File: src/rtl/fetch_stage_pkg.sv
// Shared types and constants for the instruction fetch stage and its decode channel.
package fetch_stage_pkg;

  typedef logic [31:0] word_t;

  localparam int unsigned INST_BYTES = 4;

  typedef logic [7:0] uop_t;

  typedef struct packed {
    word_t rs1Data;
    word_t rs2Data;
  } regfile_r_resp_st;

  typedef struct packed {
    word_t            pc;
    word_t            inst;
    uop_t             uop;
    word_t            imm;
    regfile_r_resp_st regfile_r_resp;
  } inst_packet_st;

  typedef struct packed {
    word_t addr;
  } imem_req_st;

  typedef struct packed {
    word_t data;
  } imem_resp_st;

  // Instruction addresses are always word aligned; the low two bits are simply dropped.
  function automatic word_t alignWord(input word_t addr);
    return {addr[31:2], 2'b00};
  endfunction

endpackage

File: src/rtl/inst_packet_if.sv
// Valid/ready channel carrying fetched instruction packets from fetch to decode.
interface inst_packet_if;
  import fetch_stage_pkg::*;

  logic          valid;
  logic          ready;
  inst_packet_st inst_packet;

  modport out (output valid, output inst_packet, input ready);
  modport in  (input valid, input inst_packet, output ready);

endinterface

File: src/rtl/fetch_stage_inst_queue.sv
// Small synchronous FIFO holding fetched instruction words until decode takes them.
module InstQueue #(
  parameter int unsigned DEPTH = 2,
  parameter int unsigned WIDTH = 32,
  localparam int unsigned CW = $clog2(DEPTH + 1)
) (
  input  logic             i_clk,
  input  logic             i_rst,
  input  logic             clear_i,
  input  logic             push_i,
  input  logic [WIDTH-1:0] pushData_i,
  input  logic             pop_i,
  output logic [CW-1:0]    count_o,
  output logic [WIDTH-1:0] head_o,
  output logic             full_o,
  output logic             empty_o
);

  localparam int unsigned PW = (DEPTH > 1) ? $clog2(DEPTH) : 1;

  logic [WIDTH-1:0] mem_q [DEPTH];
  logic [PW-1:0]    rdPtr_q;
  logic [PW-1:0]    wrPtr_q;
  logic [CW-1:0]    count_q;
  logic             doPush;
  logic             doPop;

  // Pointers wrap at DEPTH so non-power-of-two depths work too.
  function automatic logic [PW-1:0] nextPtr(input logic [PW-1:0] ptr);
    return (ptr == PW'(DEPTH - 1)) ? '0 : ptr + PW'(1);
  endfunction

  // Ignore pushes into a full queue and pops from an empty one rather than corrupting state.
  always_comb begin
    doPush = push_i && !full_o;
    doPop  = pop_i && !empty_o;
  end

  // Pointer and occupancy bookkeeping; clear and reset both empty the queue.
  always_ff @(posedge i_clk) begin
    if (i_rst || clear_i) begin
      rdPtr_q <= '0;
      wrPtr_q <= '0;
      count_q <= '0;
    end else begin
      if (doPush) wrPtr_q <= nextPtr(wrPtr_q);
      if (doPop)  rdPtr_q <= nextPtr(rdPtr_q);
      count_q <= count_q + CW'(doPush) - CW'(doPop);
    end
  end

  // Storage needs no reset; occupancy alone decides what is meaningful.
  always_ff @(posedge i_clk) begin
    if (doPush && !clear_i && !i_rst) mem_q[wrPtr_q] <= pushData_i;
  end

  assign count_o = count_q;
  assign head_o  = mem_q[rdPtr_q];
  assign full_o  = (count_q == CW'(DEPTH));
  assign empty_o = (count_q == '0);

endmodule

File: src/rtl/fetch_stage.sv
// Instruction fetch: owns the PC, issues credit-limited memory reads and hands packets to decode.
module fetch_stage import fetch_stage_pkg::*; #(
  parameter word_t       RESET_PC = 32'h0000_0000,
  parameter int unsigned DEPTH    = 2
) (
  input  logic          i_clk,
  input  logic          i_rst,
  input  logic          i_redirect_valid,
  input  word_t         i_redirect_pc,
  output logic          o_imem_req_valid,
  output word_t         o_imem_req_addr,
  input  logic          i_imem_req_ready,
  input  logic          i_imem_resp_valid,
  input  word_t         i_imem_resp_data,
  inst_packet_if.out    if_decode_out
);

  localparam int unsigned CW = $clog2(DEPTH + 1);
  localparam int unsigned SW = CW + 1;

  word_t         pc_q;
  word_t         pc_d;
  word_t         deliverPc_q;
  word_t         deliverPc_d;
  logic [CW-1:0] outstanding_q;
  logic [CW-1:0] outstanding_d;
  logic [CW-1:0] drop_q;
  logic [CW-1:0] drop_d;

  logic [CW-1:0] queueCount;
  word_t         queueHead;
  logic          queueFull;
  logic          queueEmpty;
  logic          queuePush;
  logic          queuePop;

  logic          decValid;
  logic          decFire;
  logic          reqValid;
  logic          reqFire;
  logic          respDrop;
  logic [SW-1:0] creditUsed;
  word_t         redirectTarget;
  imem_req_st    imemReq;
  imem_resp_st   imemResp;

  // Handshake and credit decisions. The entry leaving the queue this cycle frees its credit
  // immediately, which is what lets a one-cycle memory sustain one instruction per cycle.
  always_comb begin
    redirectTarget = alignWord(i_redirect_pc);
    imemResp.data  = i_imem_resp_data;
    decValid       = !i_rst && !queueEmpty;
    decFire        = decValid && if_decode_out.ready && !i_redirect_valid;
    creditUsed     = SW'(outstanding_q) + SW'(queueCount) - SW'(decFire);
    reqValid       = !i_rst && !i_redirect_valid && (creditUsed < SW'(DEPTH));
    reqFire        = reqValid && i_imem_req_ready;
    respDrop       = i_imem_resp_valid && (drop_q != '0);
    queuePush      = i_imem_resp_valid && (drop_q == '0) && !i_redirect_valid && !i_rst;
    queuePop       = decFire;
  end

  // Next-state for the PC pair and the in-flight/stale counters; a redirect overrides normal flow
  // and turns every fetch still in memory into one that must be thrown away.
  always_comb begin
    pc_d          = pc_q;
    deliverPc_d   = deliverPc_q;
    outstanding_d = outstanding_q;
    drop_d        = drop_q;
    if (i_redirect_valid) begin
      pc_d          = redirectTarget;
      deliverPc_d   = redirectTarget;
      outstanding_d = outstanding_q - CW'(i_imem_resp_valid);
      drop_d        = outstanding_q - CW'(i_imem_resp_valid);
    end else begin
      if (reqFire)  pc_d = pc_q + word_t'(INST_BYTES);
      if (decFire)  deliverPc_d = deliverPc_q + word_t'(INST_BYTES);
      if (respDrop) drop_d = drop_q - CW'(1);
      outstanding_d = outstanding_q + CW'(reqFire) - CW'(i_imem_resp_valid);
    end
  end

  // State registers with synchronous reset back to the boot PC and an idle pipeline.
  always_ff @(posedge i_clk) begin
    if (i_rst) begin
      pc_q          <= RESET_PC;
      deliverPc_q   <= RESET_PC;
      outstanding_q <= '0;
      drop_q        <= '0;
    end else begin
      pc_q          <= pc_d;
      deliverPc_q   <= deliverPc_d;
      outstanding_q <= outstanding_d;
      drop_q        <= drop_d;
    end
  end

  // The credit scheme should make a push into a full queue impossible; flag it if it ever happens.
  always_ff @(posedge i_clk) begin
    if (!i_rst && queuePush) assert (!queueFull);
  end

  InstQueue #(
    .DEPTH (DEPTH),
    .WIDTH ($bits(word_t))
  ) instQueue (
    .i_clk      (i_clk),
    .i_rst      (i_rst),
    .clear_i    (i_redirect_valid),
    .push_i     (queuePush),
    .pushData_i (imemResp.data),
    .pop_i      (queuePop),
    .count_o    (queueCount),
    .head_o     (queueHead),
    .full_o     (queueFull),
    .empty_o    (queueEmpty)
  );

  // Drive the memory request and the decode packet; decode-side fields fetch does not own stay unknown.
  always_comb begin
    imemReq.addr                          = pc_q;
    o_imem_req_valid                      = reqValid;
    o_imem_req_addr                       = imemReq.addr;
    if_decode_out.valid                   = decValid;
    if_decode_out.inst_packet.pc          = deliverPc_q;
    if_decode_out.inst_packet.inst        = queueHead;
    if_decode_out.inst_packet.uop         = 'x;
    if_decode_out.inst_packet.imm         = 'x;
    if_decode_out.inst_packet.regfile_r_resp = 'x;
  end

endmodule

File: src/flat_wrapper.sv
// flat-port wrapper written by rule: the top's interface ports become plain ports
module fetch_stage_flat import fetch_stage_pkg::*;
#(
  parameter word_t       RESET_PC = 32'h0000_0000,
  parameter int unsigned DEPTH    = 2
)
  (i_clk, i_rst, i_redirect_valid, i_redirect_pc, o_imem_req_valid, o_imem_req_addr, i_imem_req_ready, i_imem_resp_valid, i_imem_resp_data, if_decode_out_valid, if_decode_out_inst_packet, if_decode_out_ready);
  inst_packet_if if_decode_out_i ();
  input  logic i_clk;
  input  logic i_rst;
  input  logic i_redirect_valid;
  input  word_t i_redirect_pc;
  output logic o_imem_req_valid;
  output word_t o_imem_req_addr;
  input  logic i_imem_req_ready;
  input  logic i_imem_resp_valid;
  input  word_t i_imem_resp_data;
  output wire logic [$bits(if_decode_out_i.valid)-1:0] if_decode_out_valid;
  output wire logic [$bits(if_decode_out_i.inst_packet)-1:0] if_decode_out_inst_packet;
  input wire logic [$bits(if_decode_out_i.ready)-1:0] if_decode_out_ready;
  assign if_decode_out_valid = if_decode_out_i.valid;
  assign if_decode_out_inst_packet = if_decode_out_i.inst_packet;
  assign if_decode_out_i.ready = if_decode_out_ready;
  fetch_stage #(.RESET_PC(RESET_PC), .DEPTH(DEPTH)) u_core (.i_clk(i_clk), .i_rst(i_rst), .i_redirect_valid(i_redirect_valid), .i_redirect_pc(i_redirect_pc), .o_imem_req_valid(o_imem_req_valid), .o_imem_req_addr(o_imem_req_addr), .i_imem_req_ready(i_imem_req_ready), .i_imem_resp_valid(i_imem_resp_valid), .i_imem_resp_data(i_imem_resp_data), .if_decode_out(if_decode_out_i));
endmodule
File: config.mk
export PLATFORM = sky130hd
export DESIGN_NAME = fetch_stage_flat
export DESIGN_NICKNAME = d
export VERILOG_FILES = /design/src/rtl/fetch_stage_pkg.sv /design/src/rtl/inst_packet_if.sv /design/src/rtl/fetch_stage_inst_queue.sv /design/src/rtl/fetch_stage.sv /design/src/flat_wrapper.sv
export SDC_FILE = /design/constraint.sdc
export NUM_CORES = 1
export LEC_CHECK = 0
export CORE_AREA = 5 5 96 187
export CTS_CLUSTER_SIZE = 10
export DETAILED_ROUTE_END_ITERATION = 7
export DIE_AREA = 0 0 101 192
export GPL_ROUTABILITY_DRIVEN = 0
export PLACE_DENSITY = 0.82
export SLEW_MARGIN = 15
export SYNTH_ARGS = -nofsm -noshare
export SYNTH_HDL_FRONTEND = slang
export SYNTH_HIERARCHICAL = 1
export SYNTH_SLANG_ARGS = --single-unit
File: constraint.sdc
create_clock -name i_clk -period 5.3 [get_ports i_clk]
set_input_delay 1.06 -clock i_clk [delete_from_list [all_inputs] [get_ports i_clk]]
set_output_delay 1.06 -clock i_clk [all_outputs]
set_load 0.03 [all_outputs]
==> results of run 1 <==
state kept, by name, indices dropped and copies added, names as in the netlist, named ones only:
register                  count
u_core/instQueue/rdPtr_q      1
u_core/instQueue/mem_q       64
u_core/instQueue/wrPtr_q      1
u_core/drop_q                 2
u_core/deliverPc_q           30
u_core/outstanding_q          2
u_core/instQueue/count_o      2
u_core/o_imem_req_addr       30
metrics by stage:
| stage | hold slack (ns) | area (um^2) | power (mW) | setup slack, ns | util (%) |
|---|---|---|---|---|---|
| after detailed placement | 0.476 | 8500 | 1.61 | 0.877 | 52.3 |
| after global placement | 0.457 | 8500 | 1.61 | 0.925 | 52.3 |
| after floorplan | 0.443 | 7540 | 1.51 | 0.486 | - |
| after CTS | 0.488 | 9110 | 2.82 | 0.874 | 56.0 |
| final | 0.484 | 9110 | 2.79 | 0.878 | 56.0 |
| after global routing | 0.499 | 9110 | 2.89 | 0.799 | 56.0 |
per-layer routing:
layer	global-route usage [%]	part of all wire, %
met5	0	0
met3	3.45	7.0
met4	10.2	4.1
met1	17.4	33
met2	33.8	56
power by group:
group	switching (mW)	internal, mW	total [mW]
clock	0.416	0.776	1.19
combinational	0.280	0.158	0.438
sequential	0.0449	1.11	1.16
total	0.741	2.05	2.79
final cells by class:
class,count,area (um^2)
Sequential cell,133,3300
Fill cell,1385,7150
Tap cell,204,255
Clock buffer,26,522
Timing Repair Buffer,170,1680
Clock inverter,6,88.8
Multi-Input combinational cell,495,3180
Inverter,20,75.1
worst max-delay path: stages:
cell and delay, ns:
clkdlybuf4s50_1 0.46, or3b_1 0.37, nor2_1 0.16, ha_1 0.25, nand2b_1 0.15, fa_1 0.38
xor2_1 0.17, and3_1 0.23, buf_12 0.13
worst paths after layout:
kind	to	slack [ns]	depth (start not counted)
hold / removal	u_core/instQueue/wrPtr_q$_SDFFE_PP0P_	0.48	2
setup / recovery	o_imem_req_valid	0.88	9
hold reg to reg	u_core/instQueue/wrPtr_q$_SDFFE_PP0P_	0.48	2
setup reg to reg	u_core/outstanding_q[1]$_SDFF_PP0_	1.85	16
==> flow_summary.ini, run 1 <==
[clock_tree]
cts_resized = 0
cts_made_buffers = 17
clkLatencyLatePin_ns = 0.41
htree_levels = 4
clock_sinks = 133
path_clk_slew_ns = 0.05
clockBufferDepth = 2
post-cts-setup-buffer-count = 0
cts_tree = yes
cts_hold_buf = 0
root_buffer = clkbuf_16

[floorplanning]
fp.dieW_um = 101
die_height_um = 192
rows = 66
fp.dieArea_um2 = 19400
core_um2 = 16300
ioPinCount = 272
initial_utilization_pct = 43.9

[global_routing]
grt_pass1_vias = 5189
grt_pass1_wl_mm = 26.8
grt_max_degree = 66
antenna_found_initial = 0
grtUsageTotal_pct = 17.8
gr-total-overflow = 0

[worst_setup_path]
critical_path_class = input port to primary output
cp-end-kind = primary output
start_kind = input port
worst-path-max-fanout = 2
r2r-start = u_core/instQueue/count_o[1]$_SDFF_PP0_
cp_data_arrival_time_ns = 3.36
critPathLaunch = if_decode_out_ready
critical_path_required_ns = 4.24

[timing]
max_freq_mhz = 226
finClkSkew_ns = 0.0114
setup_tns_ns = 0
maxSlewHeadroom_pct = 30.5
hold_viol_final = 0
period_needed_ns = 4.42
tightest_slew_ns = 1.03
setup_viol = 0
finalCritPeriodShare_pct = 83.4
rsz0062_at_grt = false
maxSlewViolCount = 0

[final_layout]
mostFrequentLayoutCell = clkdlybuf4s50_1
area_delta_synth_final_pct = 27.7
layout-drive-gt1-share_pct = 10.5
final_cell_mix = 159 x clkdlybuf4s50_1, 108 x conb_1, 68 x dfxtp_1
antenna_cells = 0
nets = 918
layout.cells.non_filler = 1054

[hold_path]
hold_class = flip-flop to flip-flop
min_from = u_core/instQueue/wrPtr_q$_SDFFE_PP0P_

[synth]
ys_warn_count = 6
synth.avg_cell_area_um2 = 10.5
syn_area_um2 = 7130
synthCells = 680

[detailed_routing]
dr.pass1.iters = 5
vias = 5270
wl_per_cell_um = 16.8
drt_iter0_markers = 191
postRouteAntennaNets = 0
viasPerCell = 5.00
wl_mm = 17.7
remaining_drc_errors = 0

[power_and_ir_drop]
ir_drop_v = 0.000214
leakagePower_nw = 3.46
cellPowerDensity_nw_per_um2 = 306

[place]
port_buffers = 161
post-place-cells = 1022
dp_hpwl_mm = 13.4

[status]
status = finished, final reports clean

[flow_run]
drv_cap = 0
Note: power is estimated with default switching activity, not from simulation.
==> run 2, diff against run 1 <==
Clock period 5.3 ns to 4.4 ns, I/O delays scaled along.
==> run 2 against run 1 <==
  * Count of clock-buffer cells in the layout down 4
  * Sequential power is 21% higher
  * Final cell count grew 0.38%
  * Register-to-register slack got worse by 1.0 ns
  * Critical endpoint unchanged
  * Largest power group unchanged
==> flow_summary.ini, run 2 (synthesis results as in run 1) <==
[worst_setup_path]
start_kind = input port
cp-end-kind = primary output
critical_path_required_ns = 3.52
worst-path-max-fanout = 2
r2r_cells = 16
rrSetupSlack_ns = 0.84
critical_path_class = input port to primary output
cp_data_arrival_time_ns = 3.22

[floorplanning]
fp.dieW_um = 101
die_height_um = 192
ioPinCount = 272
core_um2 = 16300
initial_utilization_pct = 43.9
rows = 66
fp.dieArea_um2 = 19400

[final_layout]
final_cell_mix = 158 x clkdlybuf4s50_1, 108 x conb_1, 68 x dfxtp_1
top_register = u_core/instQueue/mem_q
multi_input_area_um2 = 3180
fin_util_pct = 56.2
antenna_cells = 0
nets = 922
seq_area_um2 = 3300
largest_reg_flops = 64
layout.cells.non_filler = 1058
layout-drive-gt1-share_pct = 11.2
mostFrequentLayoutCell = clkdlybuf4s50_1
area_delta_synth_final_pct = 28.0
n_fill_cell = 1395

[detailed_routing]
met1_length_mm = 5.88
dr_wl_met3_mm = 1.25
dr.pass1.iters = 4
wl_per_cell_um = 16.9
postRouteAntennaNets = 0
dr.max_layer_used = met4
drt_iter0_markers = 153
remaining_drc_errors = 0
vias = 5296
wl_met2_mm = 10.2
wl_mm = 17.8
viasPerCell = 5.01

[status]
status = finished, final reports clean

[hold_path]
holdPathStages = 2
hold_class = flip-flop to flip-flop

[clock_tree]
clkLatencyLatePin_ns = 0.41
cts_made_buffers = 17
clockBufferDepth = 2
post-cts-setup-buffer-count = 0
clock_sinks = 133
cts_hold_buf = 0
cts_tree = yes
root_buffer = clkbuf_16
cts_resized = 0
path_clk_slew_ns = 0.06
htree_levels = 4

[power_and_ir_drop]
cellPowerDensity_nw_per_um2 = 365
power_mw = 3.33
p_switching_mw = 0.912
leakagePower_nw = 3.48
power_frac_clock_pct = 42.2
ir_drop_v = 0.000255
sw_frac_of_total_pct = 27.3
p_comb_share_pct = 15.9
internal_power_mw = 2.42
power_frac_seq_pct = 41.9

[place]
port_buffers = 161
post-place-cells = 1026
dp_hpwl_mm = 13.6
dp_slack_ns = 0.0574

[timing]
fin_ws_ns = 0.299
period_needed_ns = 4.10
hold_viol_final = 0
rsz0062_at_grt = false
tightest_slew_ns = 1.11
maxSlewHeadroom_pct = 25.2
max_freq_mhz = 244
setup_tns_ns = 0
finClkSkew_ns = 0.0100
setup_viol = 0
maxSlewViolCount = 0
finalCritPeriodShare_pct = 93.2

[global_routing]
gr-total-overflow = 0
grt_max_degree = 63
grt_pass1_vias = 5129
grt_pass1_wl_mm = 25.9
grtUsageTotal_pct = 17.4
antenna_found_initial = 0

[flow_run]
drv_cap = 0
run 2: cell types whose count changed in the layout (fill, tap and decap cells not counted), moves of 2 or more:
| cell | delta |
|---|---|
| buf_4 | +4 |
| clkinv_2 | +2 |
| clkbuf_1 | -2 |
| clkbuf_4 | -3 |
| clkinvlp_4 | +2 |
run 2: final timing paths:
check / startpoint / end
setup / recovery: if_decode_out_ready / o_imem_req_valid
hold / removal: u_core/instQueue/wrPtr_q$_SDFFE_PP0P_ / u_core/instQueue/wrPtr_q$_SDFFE_PP0P_
setup reg to reg: u_core/instQueue/count_o[1]$_SDFF_PP0_ / u_core/outstanding_q[1]$_SDFF_PP0_
hold reg to reg: u_core/instQueue/wrPtr_q$_SDFFE_PP0P_ / u_core/instQueue/wrPtr_q$_SDFFE_PP0P_
run 2: metrics by stage:
step	hold slack (ns)	instance area, um^2
floorplan	0.443	7540
global placement	0.462	8530
detailed placement	0.480	8530
CTS	0.487	9140
global route	0.518	9140
finish	0.483	9140
run 2: layout make-up:
cell class,instances,share of cell area [%]
flip-flops and latches,133,36.2
clock buffers,22,5.66
well taps,204,2.79
multi-input cells,495,34.9
inverters,20,0.822
repair buffers,174,18.7
clock inverters,10,0.986
run 2: power groups by stage:
| stage | logic (mW) | clock network [mW] | registers, mW |
|---|---|---|---|
| after floorplan | 0.342 | 0 | 1.48 |
| after global placement | 0.516 | 0 | 1.42 |
| after detailed placement | 0.524 | 0 | 1.42 |
| after CTS | 0.527 | 1.44 | 1.40 |
| after global routing | 0.562 | 1.49 | 1.40 |
| final | 0.530 | 1.41 | 1.40 |
run 2: per-layer routing:
layer / global-route usage, % / up-vias
li1: - / 2523
met1: 16.1 / 2499
met2: 34.4 / 242
met3: 3.85 / 32
met4: 8.35 / 0
met5: 0 / -
run 2: worst max-delay path, cell delays in order:
cell and delay, ns:
clkdlybuf4s50_1 0.46, or3b_1 0.37, nor2_1 0.15, ha_1 0.24, nand2b_1 0.17, fa_1 0.38
xor2_1 0.19, and3_1 0.23, buf_12 0.13
